===== config.mk =====
export PLATFORM = sky130hd
export DESIGN_NAME = mips_exec_datapath
export DESIGN_NICKNAME = d
export VERILOG_FILES = /design/src/rtl/mips_exec_datapath.sv
export SDC_FILE = /design/constraint.sdc
export NUM_CORES = 2
export LEC_CHECK = 0
export ABC_AREA = 1
export CORE_ASPECT_RATIO = 0.5
export CORE_MARGIN = 3
export CORE_UTILIZATION = 35
export DETAILED_ROUTE_END_ITERATION = 8
export SYNTH_ARGS = -nofsm -noshare
export SYNTH_HDL_FRONTEND = slang
export SYNTH_SLANG_ARGS = --single-unit

===== constraint.sdc =====
create_clock -name clk -period 8.5 [get_ports clk]
set_input_delay 1.7 -clock clk [delete_from_list [all_inputs] [get_ports clk]]
set_output_delay 1.7 -clock clk [all_outputs]
set_load 0.05 [all_outputs]

===== src/rtl/mips_exec_datapath.sv =====
// -----------------------------------------------------------------------------
// mips_exec_datapath
//
// Execute datapath for the multi-cycle MIPS bus CPU. It holds the 32x32
// register file, the ALU-control decoder and the 32-bit ALU. The CPU state
// machine sequences fetch/execute/memory/writeback and drives write_en,
// write_addr and wb_sel. Everything from instr to alu_out is combinational.
//
// Ports:
//   clk          rising-edge clock
//   reset        synchronous, active-low register-file clear (0 = reset)
//   instr        current instruction word
//   write_en     register write enable (sampled at posedge clk)
//   write_addr   destination register (writes to $0 are dropped)
//   wb_sel       writeback source: 0 = alu_out, 1 = mem_data
//   mem_data     load data returned by the bus
//   rs_val       register[instr rs]   (combinational read)
//   rt_val       register[instr rt]   (combinational read)
//   alu_out      ALU result
//   alu_zero     alu_out == 0
//   illegal      opcode/funct not supported
//   register_v0  register 2 ($v0)
// -----------------------------------------------------------------------------
module mips_exec_datapath (
  input  logic        clk,
  input  logic        reset,
  input  logic [31:0] instr,
  input  logic        write_en,
  input  logic [4:0]  write_addr,
  input  logic        wb_sel,
  input  logic [31:0] mem_data,
  output logic [31:0] rs_val,
  output logic [31:0] rt_val,
  output logic [31:0] alu_out,
  output logic        alu_zero,
  output logic        illegal,
  output logic [31:0] register_v0
);

  typedef enum logic [3:0] {
    OP_ADD,
    OP_SUB,
    OP_AND,
    OP_OR,
    OP_XOR,
    OP_NOR,
    OP_SLT,
    OP_SLTU,
    OP_SLL,
    OP_SRL,
    OP_SRA,
    OP_PASS_A,
    OP_LUI,
    OP_ZERO
  } alu_op_e;

  typedef enum logic [1:0] {
    B_RT,
    B_SEXT,
    B_ZEXT
  } b_sel_e;

  // Instruction fields
  logic [5:0]  opcode;
  logic [4:0]  rs_idx;
  logic [4:0]  rt_idx;
  logic [4:0]  shamt;
  logic [5:0]  funct;
  logic [15:0] imm;

  assign opcode = instr[31:26];
  assign rs_idx = instr[25:21];
  assign rt_idx = instr[20:16];
  assign shamt  = instr[10:6];
  assign funct  = instr[5:0];
  assign imm    = instr[15:0];

  // ---------------------------------------------------------------------------
  // Register file: flop array so that reads can be combinational.
  // ---------------------------------------------------------------------------
  logic [31:0] regs_q [32];
  logic [31:0] wr_data_d;

  assign wr_data_d = wb_sel ? mem_data : alu_out;

  always_ff @(posedge clk) begin
    if (!reset) begin
      for (int i = 0; i < 32; i++) begin
        regs_q[i] <= '0;
      end
    end else if (write_en && (write_addr != 5'd0)) begin
      regs_q[write_addr] <= wr_data_d;
    end
  end

  // $0 is masked on read so it is 0 even before the first reset.
  assign rs_val      = (rs_idx == 5'd0) ? 32'd0 : regs_q[rs_idx];
  assign rt_val      = (rt_idx == 5'd0) ? 32'd0 : regs_q[rt_idx];
  assign register_v0 = regs_q[2];

  // ---------------------------------------------------------------------------
  // ALU control decode
  // ---------------------------------------------------------------------------
  alu_op_e alu_op;
  b_sel_e  b_sel;
  logic    shift_var;   // 1: shift amount from rs[4:0], 0: from shamt field
  logic    is_illegal;

  always_comb begin
    alu_op     = OP_ZERO;
    b_sel      = B_RT;
    shift_var  = 1'b0;
    is_illegal = 1'b0;
    if (opcode == 6'h00) begin
      unique case (funct)
        6'h21:   alu_op = OP_ADD;
        6'h23:   alu_op = OP_SUB;
        6'h24:   alu_op = OP_AND;
        6'h25:   alu_op = OP_OR;
        6'h26:   alu_op = OP_XOR;
        6'h27:   alu_op = OP_NOR;
        6'h2A:   alu_op = OP_SLT;
        6'h2B:   alu_op = OP_SLTU;
        6'h00:   alu_op = OP_SLL;
        6'h02:   alu_op = OP_SRL;
        6'h03:   alu_op = OP_SRA;
        6'h04: begin alu_op = OP_SLL; shift_var = 1'b1; end
        6'h06: begin alu_op = OP_SRL; shift_var = 1'b1; end
        6'h07: begin alu_op = OP_SRA; shift_var = 1'b1; end
        6'h08,
        6'h09:   alu_op = OP_PASS_A;   // JR/JALR: jump target is rs
        default: is_illegal = 1'b1;
      endcase
    end else begin
      unique case (opcode)
        6'h09: begin alu_op = OP_ADD;  b_sel = B_SEXT; end
        6'h0A: begin alu_op = OP_SLT;  b_sel = B_SEXT; end
        // SLTIU still sign-extends, then compares unsigned
        6'h0B: begin alu_op = OP_SLTU; b_sel = B_SEXT; end
        // Loads and stores: effective address rs + sext(imm)
        6'h20, 6'h21, 6'h23, 6'h24, 6'h25, 6'h28, 6'h29, 6'h2B: begin
          alu_op = OP_ADD;
          b_sel  = B_SEXT;
        end
        6'h0C: begin alu_op = OP_AND; b_sel = B_ZEXT; end
        6'h0D: begin alu_op = OP_OR;  b_sel = B_ZEXT; end
        6'h0E: begin alu_op = OP_XOR; b_sel = B_ZEXT; end
        6'h0F:   alu_op = OP_LUI;
        6'h02,
        6'h03:   alu_op = OP_ZERO;     // J/JAL: target formed elsewhere
        default: is_illegal = 1'b1;
      endcase
    end
  end

  assign illegal = is_illegal;

  // ---------------------------------------------------------------------------
  // ALU
  // ---------------------------------------------------------------------------
  logic [31:0] op_b;
  logic [4:0]  sh_amt;
  logic [31:0] alu_res;

  always_comb begin
    unique case (b_sel)
      B_SEXT:  op_b = {{16{imm[15]}}, imm};
      B_ZEXT:  op_b = {16'd0, imm};
      default: op_b = rt_val;
    endcase
  end

  assign sh_amt = shift_var ? rs_val[4:0] : shamt;

  always_comb begin
    alu_res = 32'd0;
    unique case (alu_op)
      OP_ADD:    alu_res = rs_val + op_b;
      OP_SUB:    alu_res = rs_val - op_b;
      OP_AND:    alu_res = rs_val & op_b;
      OP_OR:     alu_res = rs_val | op_b;
      OP_XOR:    alu_res = rs_val ^ op_b;
      OP_NOR:    alu_res = ~(rs_val | op_b);
      OP_SLT:    alu_res = {31'd0, $signed(rs_val) < $signed(op_b)};
      OP_SLTU:   alu_res = {31'd0, rs_val < op_b};
      OP_SLL:    alu_res = op_b << sh_amt;
      OP_SRL:    alu_res = op_b >> sh_amt;
      OP_SRA:    alu_res = $signed(op_b) >>> sh_amt;
      OP_PASS_A: alu_res = rs_val;
      OP_LUI:    alu_res = {imm, 16'd0};
      default:   alu_res = 32'd0;
    endcase
  end

  assign alu_out  = alu_res;
  assign alu_zero = (alu_res == 32'd0);

endmodule


# Word-level counts from Yosys, hierarchy flattened
# Memories as Yosys holds them, arrays and structs flattened.
# Cells that the tools add are included.
# word_totals
regBits	0
ram_bits	1024
output_inout_bits	130
wordCells	100
mem_count	1
# mem_list
name	words	word_bits	read_ports	rd_ports_with_merged_regs	write_ports	line	rtl
regs_q	32	32	3	0	32	81	logic [31:0] regs_q [32];
# classes
n_addsub	2
n_lt_le_gt_ge	2
n_eq_ne	46
n_shift	3
n_mux	23
n_bitwise	4
n_reduce_logical	19
# op_table
operator	n
32-bit one-hot mux with 13 select lines	1
32-bit two-way mux	4
6-bit == test, second input constant	16
32-bit < comparator	2
32-bit one-hot mux with 2 select lines	1
6-bit by 4-bit == test with 1-bit output, second input constant	9
4-bit one-hot mux with 12 select lines	1
32-bit adder	1
32-bit bitwise AND	1
32-bit zero test	1
32-bit inverter	1
32-bit OR	1
32-bit OR reduction	1
32-bit by 5-bit left shift with 32-bit output	1
32-bit by 5-bit right shift with 32-bit output	1
32-bit by 5-bit >>> shifter with 32-bit output	1
32-bit subtractor	1
32-bit bitwise XOR	1
4-bit one-hot mux with 7 select lines	1
6-bit by 2-bit == test with 1-bit output, second input constant	4
4-bit == test, second input constant	5
6-bit by 3-bit == test with 1-bit output, second input constant	3
17-bit OR reduction	1
4-bit by 3-bit == test with 1-bit output, second input constant	4
other kinds (19)	36

# Depth between registers and ports, before layout
# depth
depth_word	11
ltp_mapped	37
ltp_nobuf	35

# Worst setup path after synthesis
# No wires, ideal clock.
# synth_timing
kind	input-to-output
startpoint	input instr[22]
endpoint	output alu_zero
arrival_time_ps	7209
required_time_ps	6800
path_slack_ps	-409
cell_stages	29
path_buffers	5
path_cell_list	buf_4 > buf_6 > buf_6 > buf_4 > clkbuf_1 > o21ai_0 > o221ai_1 > nand3_1 > nand3_1 > nor2_1 > nor3_1 > inv_1 > ha_1 > nand2_1 > nor3_1 > and2_1 > nand4_1 > nand2_1 > xor2_1 > nor2_1 > nor2_1 > nand2_1 > a21oi_1 > nand4_2 > nor2_1 > nand2_1 > nor2_1 > nand2_1 > nor2_1
# synth_rtl
element	line	rtl
from (decl)	27	input logic [31:0] instr,
memory read 32 x 32 bit or 5-bit zero test (tied branches)	--	
32-bit two-way mux (*)	97	assign rs_val = (rs_idx == 5'd0) ? 32'd0 : regs_q[rs_idx];
via rs_val[26]	32	output logic [31:0] rs_val,
32-bit subtractor or 32-bit adder (tied branches)	179, 178	
32-bit one-hot mux with 13 select lines (*)	177	unique case (alu_op)
via alu_out[30]	34	output logic [31:0] alu_out,
32-bit zero test (*)	196	assign alu_zero = (alu_res == 32'd0);
to (decl)	35	output logic alu_zero,
# The timed path passes the listed nets; every way through them passes the cells marked *.

# Final worst setup path
# layout_timing
startpoint	input instr[21]
endpoint	output alu_zero
# layout_between
elab_chain_cells	6
# layout_rtl
element	line
memory read 32 x 32 bit or 5-bit zero test (tied branches)	--
32-bit two-way mux (*)	97
branches (longest 2 deep; another with 32-bit subtractor)	--
32-bit one-hot mux with 13 select lines (*)	177
32-bit zero test (*)	196
# Every way passes the cells marked *.

==> results_dict.tcl <==
set metrics [dict create \
    ys_warn_count 0 \
    yosysSeqAreaShare 0.458 \
    h-tree-depth 3 \
    core_area_mm2 0.190 \
    worst_clock_skew_ns 0.0348 \
    ys.flop_type "edfxtp_1" \
    async_reset_ff_frac 0 \
    clock_path_buffers 3 \
    synth_cells 8855 \
    cts_tree "built" \
    final_max_slew_viol_count 0 \
    synth_compound_area_frac 0.0952 \
    p_total_uw 16200 \
    ant_nets 0 \
    slew_headroom 0.0516 \
    rsz0062_at_grt "true" \
    start_util 0.353 \
    viasPerCell 5.89 \
    dieArea_mm2 0.198 \
    synth_enable_flop_cells 1024 \
    antenna_found_initial 10 \
    synth.distinct_cells 63 \
    syn_to_final_growth_pct 24.3 \
    min_period_ns 8.58 \
    fin_util 0.439 \
    status "finished with violations" \
    grt_pass1_wl_mm 474 \
    synth_top_family_by_area "simple AND/OR/NAND/NOR gates" \
    reg2reg_slack_ns 3.07 \
    layout_setup_ws_ns -0.0827 \
    rows 113 \
    tightest_slew_ns 1.42 \
    reg2reg_to "regs_q[10][11]$_SDFFCE_PN0P_" \
    port-buffer-count 202 \
    fp.dieW_um 626 \
    leakagePower_uw 0.0343 \
    reg2reg_from "regs_q[2][4]$_SDFFCE_PN0P_" \
    worstSkewPairLatency_ns 0.75 \
    cts_sinks 1024 \
    worst-setup-path-type "primary input to output pin" \
    grt_pass1_vias 66500 \
    wire_per_inst_um 27.6 \
    gp_congestion 1.05 \
    reg_top3 "regs_q x1024" \
    synth_xor_area_frac 0.00261 \
    worst_ep_required_time_ns 6.80 \
    power.density_mw_per_mm2 194 \
    synth-adder-area-share 0.0203 \
    holdPathStages 3 \
    critPathTopFamily "simple AND/OR/NAND/NOR gates" \
    worst_hold_path_type "primary input to flip-flop" \
    drc_errors 0 \
    critPathArrivalTime_ns 6.88 \
    grt_max_degree 58 \
    timing.max_cap.violations 0 \
    hold_start "reset" \
    wl_mm 336 \
    drt_iter0_markers 12500 \
    synthSimpleGateAreaFrac 0.342 \
    ys_seq_elements 1024 \
    crit_path_top_delay_cell "ha_4" \
    synth_mux_area_frac 0.00931 \
    grt_usage 0.328 \
    grt.overflow.total 0 \
    cp-start-kind "primary input" \
    setup_viol 1 \
    regMostFlops "regs_q" \
    violations "negative setup slack" \
    drive_above_1_share 0.173 \
    avgSynthCellArea_um2 7.59 \
    irDropWorstVdd_v 0.000183 \
    critPathBufInv 11 \
    firstDrtPassIters 8 \
    cts_buffers 111 \
    clkTransAtPathRegs_ns 0.06 \
    holdPathEnd "regs_q[10][3]$_SDFFCE_PN0P_" \
    endpoint_kind "output pin" \
    hold_violations 0 \
    dp_hpwl_mm 237 \
    finalSetupTns_ns -0.0827 \
    fmax_mhz 117 \
    critPathMaxFanout 19 \
    vias 71900 \
    nets 9766 \
    max_stage_delay_ns 0.37 \
    r2r_cells 27 \
    post-route-period-util 1.01 \
    die_h_um 316 \
    largest_reg_flops 1024 \
    cts_root_buf "clkbuf_16" \
    io_pins 203 \
    syn_area_mm2 0.0672 \
]
cell families after synthesis:
logic type                 Yosys count
AOI/OAI and AO/OA                 1110
xor gates and xnor gates            20
adders and majority gates          108
buffers and inverters             1033
DFF                               1024
muxes                               43
other                                1
and+or+nand+nor                   5516
power by group:
| group | leakage (µW) | switching, µW | total, µW | internal (µW) |
|---|---|---|---|---|
| sequential | 0.0101 | 138 | 5940 | 5800 |
| clock | 0.00165 | 2080 | 4710 | 2630 |
| combinational | 0.0226 | 3590 | 5530 | 1940 |
stage by stage:
stage / area (µm²) / cells / hold slack (ns) / worst slack [ns]
2_1_floorplan: 67400 / 8886 / 1.31 / 0.0930
3_3_place_gp: 78800 / 12000 / 2.02 / -0.988
3_5_place_dp: 78800 / 12000 / 2.02 / -0.919
4_1_cts: 82900 / 12200 / 1.82 / 0.00578
5_1_grt: 83500 / 12200 / 1.85 / -0.236
6_report: 83500 / 12200 / 1.88 / -0.0827
worst register-to-register path, cell delays in order, from the launching register on:
cell and delay, ns:
edfxtp_1 0.55, o21ai_0 0.41, o22ai_1 0.14, nand2_1 0.08, nand4_1 0.29, nand3_4 0.29, buf_4 0.15, inv_1 0.05
ha_1 0.22, buf_4 0.14, o21bai_1 0.14, buf_4 0.15, nor2_2 0.20, o21ai_1 0.11, a21oi_1 0.25, buf_4 0.16
o21ai_0 0.08, nand2_1 0.06, nand2_1 0.05, a21oi_1 0.14, buf_4 0.17, nand2_1 0.06, nor2_2 0.17, buf_4 0.14
nand3_1 0.12, o21ai_4 0.38, buf_4 0.38, nor2_1 0.06
metal layers:
layer,vias to the layer above,GRT usage,wire length (µm)
met3,960,0.0957,46800
met2,5450,0.492,142000
met4,10,0.174,20900
li1,31400,-,-
met1,34100,0.428,126000
met5,-,0.0108,338
worst max path at each step:
stage / cells after the start / from / slack, ns / endpoint
CTS: 37 / instr[16] / 0.006 / alu_zero
finish: 35 / instr[21] / -0.08 / alu_zero
detailed placement: 33 / instr[28] / -0.92 / alu_zero
floorplan: 31 / instr[22] / 0.09 / alu_zero
global placement: 33 / instr[28] / -0.99 / alu_zero
global route: 34 / instr[21] / -0.24 / alu_zero
synth_stat cells (all sizes together) (4+ instances only):
cell | number | area share
inv | 308 | 0.017
o21bai | 8 | 0.0011
a21o | 8 | 0.00089
o22ai | 122 | 0.011
nand3 | 1398 | 0.11
nand2 | 2233 | 0.13
o31ai | 4 | 0.00045
xor2 | 19 | 0.0025
nor3 | 38 | 0.0029
clkbuf | 271 | 0.015
nand3b | 4 | 0.00045
nor3b | 5 | 0.00056
o211ai | 54 | 0.0060
nor2 | 1758 | 0.099
nor4 | 4 | 0.00037
ha | 106 | 0.020
or2 | 24 | 0.0022
edfxtp | 1024 | 0.46
o21ai | 623 | 0.047
a21boi | 5 | 0.00061
mux2i | 43 | 0.0093
o221ai | 89 | 0.012
o2111ai | 5 | 0.00065
nand4 | 48 | 0.0047
a211oi | 10 | 0.0011
buf | 453 | 0.041
a21oi | 152 | 0.012
a31oi | 16 | 0.0015
layout make-up:
type	count	area, µm²
antenna	7	17.5
clock buffer	147	3000
clock inverter	53	405
fill	18900	107000
inverter	309	1240
multi-input combinational	6829	32800
sequential	1024	30700
tap	2530	3170
timing repair buffer	1309	12200
timing repair inverter	1	11.3
layout by cell type (no fill, tap or decap), types with 54 or more instances in the layout:
cell type        count
o221ai_1            88
ha_1                87
nand2_1           2144
edfxtp_1          1024
o211ai_1            54
nand2_2             86
o21ai_1             68
nor2_1            1689
clkdlybuf4s50_1    138
o21ai_0            533
o22ai_1            122
buf_4              991
nand3_1           1356
inv_1              273
buf_12             133
a21oi_1            124
clkbuf_16          117
timing repair:
action | in CTS | in global routing
cloned | 2 | 3
hold buffers | 0 | 0
resized for setup | 144 | 122
endpoints found under the setup margin | 13 | 5
pin swaps | 41 | 40
buffers inserted | 11 | 10
(Power assumes the default switching activity.)
